### src/rtl/rs_pkg.sv
// Shared reservation-station definitions: payload field offsets,
// widths and the RS type codes used by dispatch.
package rs_pkg;

    localparam int DATA_W  = 76;
    localparam int TAG_W   = 5;
    localparam int NUM_CDB = 2;

    localparam int SRC1_TAG_LSB = 71;
    localparam int SRC1_RDY     = 70;
    localparam int SRC2_TAG_LSB = 65;
    localparam int SRC2_RDY     = 64;

    typedef enum logic [1:0] {
        RS_BUBBLE  = 2'b00,
        RS_COMPLEX = 2'b01,
        RS_FP      = 2'b10,
        RS_SIMPLE  = 2'b11
    } rs_type_e;

endpackage

### src/rtl/rs_entry.sv
// One reservation-station slot: payload, valid bit and
// CDB tag comparators for capture bypass and wakeup.
module rs_entry
    import rs_pkg::*;
#(
    parameter int DATA_W  = 76,
    parameter int TAG_W   = 5,
    parameter int NUM_CDB = 2
) (
    input  logic                     clk,
    input  logic                     rst_n,
    input  logic                     flush,
    input  logic                     wr,
    input  logic [DATA_W-1:0]        wr_data,
    input  logic                     free,
    input  logic [NUM_CDB-1:0]       cdb_valid,
    input  logic [NUM_CDB*TAG_W-1:0] cdb_tag,
    output logic                     valid,
    output logic [DATA_W-1:0]        data,
    output logic                     ready
);

    logic cap1, cap2, wk1, wk2;

    always_comb begin
        cap1 = 1'b0;
        cap2 = 1'b0;
        wk1  = 1'b0;
        wk2  = 1'b0;
        for (int p = 0; p < NUM_CDB; p++) begin
            if (cdb_valid[p]) begin
                if (cdb_tag[p*TAG_W +: TAG_W] == wr_data[SRC1_TAG_LSB +: TAG_W])
                    cap1 = 1'b1;
                if (cdb_tag[p*TAG_W +: TAG_W] == wr_data[SRC2_TAG_LSB +: TAG_W])
                    cap2 = 1'b1;
                if (cdb_tag[p*TAG_W +: TAG_W] == data[SRC1_TAG_LSB +: TAG_W])
                    wk1 = 1'b1;
                if (cdb_tag[p*TAG_W +: TAG_W] == data[SRC2_TAG_LSB +: TAG_W])
                    wk2 = 1'b1;
            end
        end
    end

    always_ff @(posedge clk or negedge rst_n) begin
        if (!rst_n) begin
            valid <= 1'b0;
            data  <= '0;
        end else if (flush) begin
            valid <= 1'b0;
        end else if (wr) begin
            valid          <= 1'b1;
            data           <= wr_data;
            data[SRC1_RDY] <= wr_data[SRC1_RDY] | cap1;
            data[SRC2_RDY] <= wr_data[SRC2_RDY] | cap2;
        end else if (valid) begin
            if (free)
                valid <= 1'b0;
            if (wk1)
                data[SRC1_RDY] <= 1'b1;
            if (wk2)
                data[SRC2_RDY] <= 1'b1;
        end
    end

    assign ready = valid & data[SRC1_RDY] & data[SRC2_RDY];

endmodule

### src/rtl/rs_pair.sv
// Two-entry reservation station: oldest-ready select, stall lock
// on the issue handshake, and flush of all entries.
module rs_pair
    import rs_pkg::*;
#(
    parameter int DATA_W  = 76,
    parameter int TAG_W   = 5,
    parameter int NUM_CDB = 2
) (
    input  logic                     clk,
    input  logic                     rst_n,
    input  logic                     flush,
    input  logic [DATA_W-1:0]        in_0_data,
    input  logic                     in_0_valid,
    input  logic [DATA_W-1:0]        in_1_data,
    input  logic                     in_1_valid,
    output logic                     empty_0,
    output logic                     empty_1,
    input  logic [NUM_CDB-1:0]       cdb_valid,
    input  logic [NUM_CDB*TAG_W-1:0] cdb_tag,
    output logic                     issue_valid,
    output logic [DATA_W-1:0]        issue_data,
    output logic                     issue_slot,
    input  logic                     issue_ready
);

    logic              v0, v1, r0, r1;
    logic [DATA_W-1:0] d0, d1;
    logic              old1, lock, lock_slot, sel;
    logic              wr0, wr1, acc, fr0, fr1;

    assign empty_0 = ~v0;
    assign empty_1 = ~v1;
    assign wr0     = in_0_valid & ~v0;
    assign wr1     = in_1_valid & ~v1;

    rs_entry #(.DATA_W(DATA_W), .TAG_W(TAG_W), .NUM_CDB(NUM_CDB)) u_e0 (
        .clk(clk), .rst_n(rst_n), .flush(flush),
        .wr(wr0), .wr_data(in_0_data), .free(fr0),
        .cdb_valid(cdb_valid), .cdb_tag(cdb_tag),
        .valid(v0), .data(d0), .ready(r0)
    );

    rs_entry #(.DATA_W(DATA_W), .TAG_W(TAG_W), .NUM_CDB(NUM_CDB)) u_e1 (
        .clk(clk), .rst_n(rst_n), .flush(flush),
        .wr(wr1), .wr_data(in_1_data), .free(fr1),
        .cdb_valid(cdb_valid), .cdb_tag(cdb_tag),
        .valid(v1), .data(d1), .ready(r1)
    );

    // A stalled offer stays pinned so the FU sees a stable payload.
    always_comb begin
        if (lock)
            sel = lock_slot;
        else if (r0 & r1)
            sel = old1;
        else
            sel = r1;
    end

    assign issue_valid = lock | r0 | r1;
    assign issue_slot  = sel;
    assign issue_data  = issue_valid ? (sel ? d1 : d0) : '0;
    assign acc         = issue_valid & issue_ready;
    assign fr0         = acc & ~sel;
    assign fr1         = acc & sel;

    always_ff @(posedge clk or negedge rst_n) begin
        if (!rst_n) begin
            old1      <= 1'b0;
            lock      <= 1'b0;
            lock_slot <= 1'b0;
        end else if (flush) begin
            old1 <= 1'b0;
            lock <= 1'b0;
        end else begin
            if (wr0 & wr1)
                old1 <= 1'b0;
            else if (wr0)
                old1 <= 1'b1;
            else if (wr1)
                old1 <= 1'b0;
            else if (fr0)
                old1 <= 1'b1;
            else if (fr1)
                old1 <= 1'b0;

            if (acc) begin
                lock <= 1'b0;
            end else if (issue_valid) begin
                lock      <= 1'b1;
                lock_slot <= sel;
            end
        end
    end

    // Writing an occupied slot is dropped; a flush discards it anyway.
    a_wr0_full: assert property (@(posedge clk) disable iff (!rst_n)
        flush || !(in_0_valid && v0));
    a_wr1_full: assert property (@(posedge clk) disable iff (!rst_n)
        flush || !(in_1_valid && v1));

endmodule

### config.mk
export PLATFORM = sky130hd
export DESIGN_NAME = rs_pair
export DESIGN_NICKNAME = d
export VERILOG_FILES = /design/src/rtl/rs_pkg.sv /design/src/rtl/rs_entry.sv /design/src/rtl/rs_pair.sv
export SDC_FILE = /design/constraint.sdc
export NUM_CORES = 1
export LEC_CHECK = 0
export ABC_AREA = 1
export CELL_PAD_IN_SITES_DETAIL_PLACEMENT = 0
export CELL_PAD_IN_SITES_GLOBAL_PLACEMENT = 1
export CORE_MARGIN = 2
export CORE_UTILIZATION = 35
export CTS_CLUSTER_DIAMETER = 100
export DETAILED_ROUTE_END_ITERATION = 12
export GPL_TIMING_DRIVEN = 0
export PLACE_DENSITY = 0.89
export SYNTH_ARGS = -nofsm -noshare
export SYNTH_HDL_FRONTEND = slang
export SYNTH_SLANG_ARGS = --single-unit
### constraint.sdc
create_clock -name clk -period 2.3 [get_ports clk]
set_clock_uncertainty 0.15 [all_clocks]
set_input_delay 0.46 -clock clk [delete_from_list [all_inputs] [get_ports clk]]
set_output_delay 0.46 -clock clk [all_outputs]
set_load 0.01 [all_outputs]
==> results of run 1 <==
[cells in the mapped netlist]
library cell / number / area share [%]
nand3_1: 31 / 1.8
clkinv_1: 3 / 0.13
nand2_2: 1 / 0.074
clkbuf_1: 9 / 0.40
nor2_2: 9 / 0.67
inv_2: 1 / 0.044
a31oi_1: 2 / 0.15
buf_6: 13 / 1.7
buf_2: 31 / 1.8
nand2_1: 250 / 11
mux2_2: 128 / 17
nand4_1: 1 / 0.074
o21ai_1: 1 / 0.059
a21oi_1: 15 / 0.89
nand3b_2: 1 / 0.13
inv_1: 62 / 2.8
dfrtp_1: 157 / 46
nor2_1: 189 / 8.4
o21ai_0: 104 / 6.2
[through the flow]
stage | setup WS (ps) | utilization [%] | std cells | hold slack [ps]
finish | -277 | 53.2 | 1630 | 352
global route | -368 | 53.2 | 1629 | 360
CTS | -233 | 52.4 | 1626 | 354
detailed placement | -581 | 47.8 | 1569 | 291
global placement | -6260 | 47.7 | 1568 | 331
floorplan | 404 | - | 1008 | 14.4
[critical path: stages (launching register included)]
cell and delay, ps:
dfrtp_1 370, inv_1 60, nand4_1 160, nand2_4 190, nand2_8 90, inv_8 90
buf_12 130, buf_12 140, nor2_2 40, nor2_1 120, buf_2 150
[power groups by stage]
| stage | Combinational, mW | Sequential (mW) | Clock, mW |
|---|---|---|---|
| 6_report | 2.72 | 3.65 | 2.76 |
| 5_1_grt | 2.96 | 3.72 | 2.94 |
| 4_1_cts | 2.62 | 3.61 | 2.83 |
| 3_5_place_dp | 2.39 | 3.63 | 0 |
| 3_3_place_gp | 2.35 | 3.61 | 0 |
| 2_1_floorplan | 1.29 | 3.54 | 0 |
[registers in the layout, summed over array words and instances (netlist names)]
name and flops:
u_e1.valid 1, lock 1, u_e0.valid 1, u_e1.data 76
old1 1, lock_slot 1, u_e0.data 76
[layer usage]
| metal | vias to the layer above | GRT usage [%] |
|---|---|---|
| met5 | - | 0 |
| met4 | 0 | 9.26 |
| met3 | 62 | 4.17 |
| met2 | 280 | 38.0 |
| met1 | 3847 | 29.5 |
| li1 | 3814 | - |
[kinds of logic after synthesis]
family,count (synthesis)
AND/OR/NAND/NOR,482
flip-flops,157
multiplexers,128
AO/OA/AOI/OAI,122
buffers and inverters,119
[cell usage in the layout, fill, tap and decap left out, types with 3 or more instances in the layout]
cell type / netlist / final
dfrtp_1: 157 / 156
nand3_1: 31 / 30
inv_6: 0 / 3
clkbuf_1: 9 / 5
clkinv_1: 3 / 3
buf_8: 0 / 5
nand2_1: 250 / 248
nor2_4: 0 / 7
clkdlybuf4s50_1: 0 / 161
mux2_2: 128 / 128
a21oi_4: 0 / 9
buf_12: 0 / 12
buf_2: 31 / 84
a21oi_1: 15 / 4
o21ai_1: 1 / 30
inv_8: 0 / 7
inv_1: 62 / 62
buf_4: 0 / 15
buf_6: 13 / 31
buf_16: 0 / 4
nor2_1: 189 / 157
nor2_2: 9 / 34
o21ai_2: 0 / 32
o21ai_0: 104 / 41
clkbuf_16: 0 / 20
[layout make-up]
cell class	count	area, um2
clock buffer	18	429
tap	319	399
sequential	157	3930
fill	2218	11100
multi-input combinational	733	4360
timing repair buffer	272	2520
inverter	66	255
clock inverter	14	143
antenna	1	2.50
buffer	50	523
[path summary, 6_finish.rpt]
path | slack, ps | to | from | cells after the start
min in group asynchronous | 410 | u_e0.data[67] | rst_n | 2
max reg2reg | 330 | u_e0.data[40] | u_e0.valid | 6
max | -280 | issue_data[30] | old1 | 10
max in group asynchronous | 730 | u_e1.data[35] | rst_n | 3
min | 350 | u_e0.data[28] | u_e0.data[28] | 1
min reg2reg | 350 | u_e0.data[28] | u_e0.data[28] | 1
[timing repair]
action / in CTS / in global routing
pin swaps: 22 / 21
hold endpoints to repair: 64 / 0
setup endpoints to repair: 78 / 78
setup buffers: 16 / 6
hold buffers: 1 / 0
gates resized for setup: 494 / 85
gates cloned: 8 / 2
==> flow_metrics.tcl, run 1 <==
set metrics [dict create \
    synth_compound_area_share_pct 7.26 \
    grt_max_degree 94 \
    top_layer "met4" \
    synth-xor-area-share_pct 0 \
    grt_util_all_layers_pct 22.9 \
    total_power_mw 9.13 \
    syn_inst 1008 \
    combPwrFrac_pct 29.7 \
    dr_wl_met2_mm 13.8 \
    m1WireLength_mm 12.7 \
    synth_top_family_by_area "simple AND/OR/NAND/NOR gates" \
    violations "negative setup slack" \
    area_delta_synth_final_pct 48.7 \
    dieWidth_um 159 \
    rows 56 \
    synthDistinctLibCells 19 \
    timing.final.crit_share_pct 112 \
    p_int_mw 6.13 \
    ctsRootBufferMaster "clkbuf_16" \
    relSlewSlack_pct 50.3 \
    layout.nets 1467 \
    path_clk_slew_ps 70 \
    avgSynthCellArea_um2 8.38 \
    drc 0 \
    layout-drive-gt1-share_pct 31.1 \
    netlist_area_um2 8450 \
    htreeDepth 4 \
    routed-wl-met3_mm 1.60 \
    initial_core_util_pct 35.8 \
    critPathKind "flip-flop to primary output" \
    die_h_um 159 \
    worst_slew_pin_slew_ps 745 \
    cp.arrival_ps 1970 \
    grt_antenna_before_repair 0 \
    clock_latency_ps 420 \
    cts_tree "yes" \
    drt_first_iter_violations 515 \
    irDropWorstVdd_mv 0.497 \
    ys_warn_count 0 \
    p_clk_share_pct 30.3 \
    die_area_um2 25400 \
    vias 8003 \
    min_path_type "flip-flop to flip-flop" \
    power_density_nw_per_um2 727 \
    dr.pass1.iters 5 \
    setup_violations 77 \
    worst-path-max-fanout 10 \
    critPathLaunchType "flip-flop" \
    fin_ws_ps -277 \
    p_leak_nw 5.95 \
    fin_area_um2 12600 \
    p_switching_mw 3.00 \
    rsz0062_at_grt "true" \
    p_sw_share_pct 32.9 \
    synth_adder_area_share_pct 0 \
    synth_seq_cells 157 \
    p_seq_share_pct 40.0 \
    worst_setup_path_end_kind "primary output" \
    ant_nets 0 \
    dp_hpwl_mm 20.2 \
    wire_per_inst_um 17.9 \
    cts_buffers 17 \
    synth_nets 1178 \
    placement.cell_area_um2 11300 \
    synthSimpleGateAreaFrac_pct 22.3 \
    required_ps 1690 \
    cts_max_path_buffers 2 \
    slew_viol_final 0 \
    cts_sinks 157 \
    synth.area.mux_share_pct 17.1 \
    status "finished with violations" \
    finalHoldViolations 0 \
    gp_congestion 0.938 \
    grt_pass1_vias 8138 \
    max_cap_violations 0 \
    fin_crit_ps 2580 \
    finalWirelength_mm 29.1 \
    vias_per_cell 4.91 \
    grt_pass1_wl_mm 45.3 \
    io_buffer_count 241 \
    core-area_um2 23600 \
    max_freq_mhz 388 \
    ys_seq_area_share_pct 46.5 \
    setup_tns_ps -15400 \
    ioPinCount 250 \
    overflow 0 \
]
No activity file was read; power rests on OpenSTA's default activity.
==> run 2, diff against run 1 <==
Settings changed: CORE_MARGIN 2 to not set.
==> flow_metrics.tcl, run 2 (synthesis gave the netlist of run 1 again) <==
set metrics [dict create \
    status "finished with violations" \
    violations "negative setup slack" \
    p_leak_nw 5.91 \
    fin_cells 1628 \
    worst-path-max-fanout 10 \
    layout.nets 1464 \
    relSlewSlack_pct 56.3 \
    layout.area.seq_um2 3930 \
    overflow 0 \
    core-area_um2 23500 \
    vias_per_cell 4.85 \
    drt_first_iter_violations 484 \
    multi_input_area_um2 4310 \
    ctsRootBufferMaster "clkbuf_16" \
    finalWirelength_mm 28.5 \
    timing.final.crit_share_pct 113 \
    cts_tree "yes" \
    grt_antenna_before_repair 0 \
    whs_ps 348 \
    rsz0062_at_grt "true" \
    cts_sinks 157 \
    slew_viol_final 0 \
    critPathLaunchType "flip-flop" \
    p_sw_share_pct 30.9 \
    power_density_nw_per_um2 750 \
    crit_chain "nand3_2 > nor2_2 > nand2_2 > nand2_4 > buf_4 > buf_6 > o21ai_0 > nor2_1 > buf_2" \
    critPathKind "flip-flop to primary output" \
    largest_registers "u_e0.data x76, u_e1.data x76" \
    p_int_mw 6.44 \
    ioPinCount 250 \
    rows 56 \
    die_area_um2 24800 \
    p_switching_mw 2.88 \
    worst_slew_pin_slew_ps 656 \
    path_clk_slew_ps 70 \
    min_path_type "flip-flop to flip-flop" \
    max_cap_violations 0 \
    mostFrequentLayoutCells "nand2_1, clkdlybuf4s50_1, dfrtp_1" \
    cp.arrival_ps 1980 \
    finalHoldViolations 0 \
    fin_area_um2 12400 \
    htreeDepth 4 \
    wire_per_inst_um 17.5 \
    fill_cells 2235 \
    initial_core_util_pct 35.9 \
    cts_max_path_buffers 2 \
    grt_util_all_layers_pct 23.4 \
    grt_max_degree 105 \
    dpl.cell_count 1569 \
    worst_setup_path_end_kind "primary output" \
    combPwrFrac_pct 27.1 \
    cts_buffers 17 \
    fin_ws_ps -288 \
    vias 7894 \
    place_ws_ps -557 \
    fin_crit_ps 2590 \
    cpPeakStageDelay_ps 390 \
    grt_pass1_vias 7883 \
    dr.pass1.iters 5 \
    placement.cell_area_um2 11300 \
    irDropWorstVdd_mv 0.417 \
    grt_pass1_wl_mm 43.5 \
    required_ps 1690 \
    area_delta_synth_final_pct 47.0 \
    io_buffer_count 241 \
    slowest_stage "dfrtp_1" \
    reg2reg_slack_ps 380 \
    layout_commonest_cell "nand2_1" \
    p_seq_share_pct 39.2 \
    max_freq_mhz 386 \
    drc 0 \
    dieWidth_um 157 \
    clock_latency_ps 420 \
    p_clk_share_pct 33.8 \
    die_h_um 157 \
    gp_congestion 0.944 \
    dp_hpwl_mm 20.1 \
    layout-drive-gt1-share_pct 30.5 \
    setup_violations 78 \
    ant_nets 0 \
]
## run 2: cell types whose count changed in the layout (fill, tap and decap cells not counted), moves of 7 or more
| cell | previous run | this run |
|---|---|---|
| buf_12 | 12 | 5 |
| buf_4 | 15 | 24 |
| buf_6 | 31 | 20 |
| nor2_1 | 157 | 138 |
| nor2_2 | 34 | 43 |
| nor2_4 | 7 | 17 |
| o21ai_0 | 41 | 80 |
| o21ai_1 | 30 | 17 |
| o21ai_2 | 32 | 7 |
## run 2: final timing paths
kind,start,endpoint,cells past startpoint
worst max-delay path,u_e1.data[70],issue_data[30],9
worst min-delay path,u_e0.data[23],u_e0.data[23],1
worst max register to register,u_e0.valid,u_e0.data[66],6
worst min register to register,u_e0.data[23],u_e0.data[23],1
max in group asynchronous,rst_n,u_e1.data[47],3
min in group asynchronous,rst_n,u_e0.data[69],2
## run 2: layout make-up
type | instances | area share (%)
timing repair buffer | 269 | 19.5
clock buffer | 18 | 3.53
buffer | 50 | 3.61
inverter | 66 | 2.06
tap | 319 | 3.21
antenna | 2 | 0.0403
multi-input combinational | 733 | 34.7
sequential | 157 | 31.6
clock inverter | 14 | 1.73
## run 2: metrics by stage
stage	power, mW	util [%]	setup TNS (ps)
after global routing	9.81	52.8	-23150
after floorplan	4.83	-	0
after global placement	5.96	47.8	-1004280
after CTS	9.26	51.6	-17360
final	9.32	52.8	-16930
after detailed placement	6.02	48.0	-43600
## run 2: repair_timing
item	in CTS	in global routing
buffers inserted	15	6
gates resized for setup	434	67
pin swaps	17	14
cloned	4	2
hold buffers	1	0
endpoints found under the setup margin	78	80
endpoints found under the hold margin	53	0
## run 2: per-layer routing
layer | share of wire (%) | wire, um | vias up | global-route usage (%)
met1 | 43 | 12200 | 3766 | 29.6
met5 | 0 | 0 | - | 0
met3 | 6.3 | 1810 | 49 | 5.48
li1 | - | - | 3807 | -
met4 | 3.1 | 880 | 0 | 9.11
met2 | 48 | 13700 | 272 | 38.4
## run 2: critical path: cells and delay by family, from the launching register on
kind / cells / cell delay [ps]
buffers and inverters: 3 / 440
and+or+nand+nor: 5 / 650
AOI/OAI and AO/OA: 1 / 90
DFF: 1 / 390
## run 2: power groups by stage
stage	clock network, mW	registers (mW)	logic, mW
global route	3.33	3.71	2.77
detailed placement	0	3.63	2.39
finish	3.15	3.65	2.52
floorplan	0	3.54	1.29
global placement	0	3.61	2.35
CTS	3.21	3.62	2.43
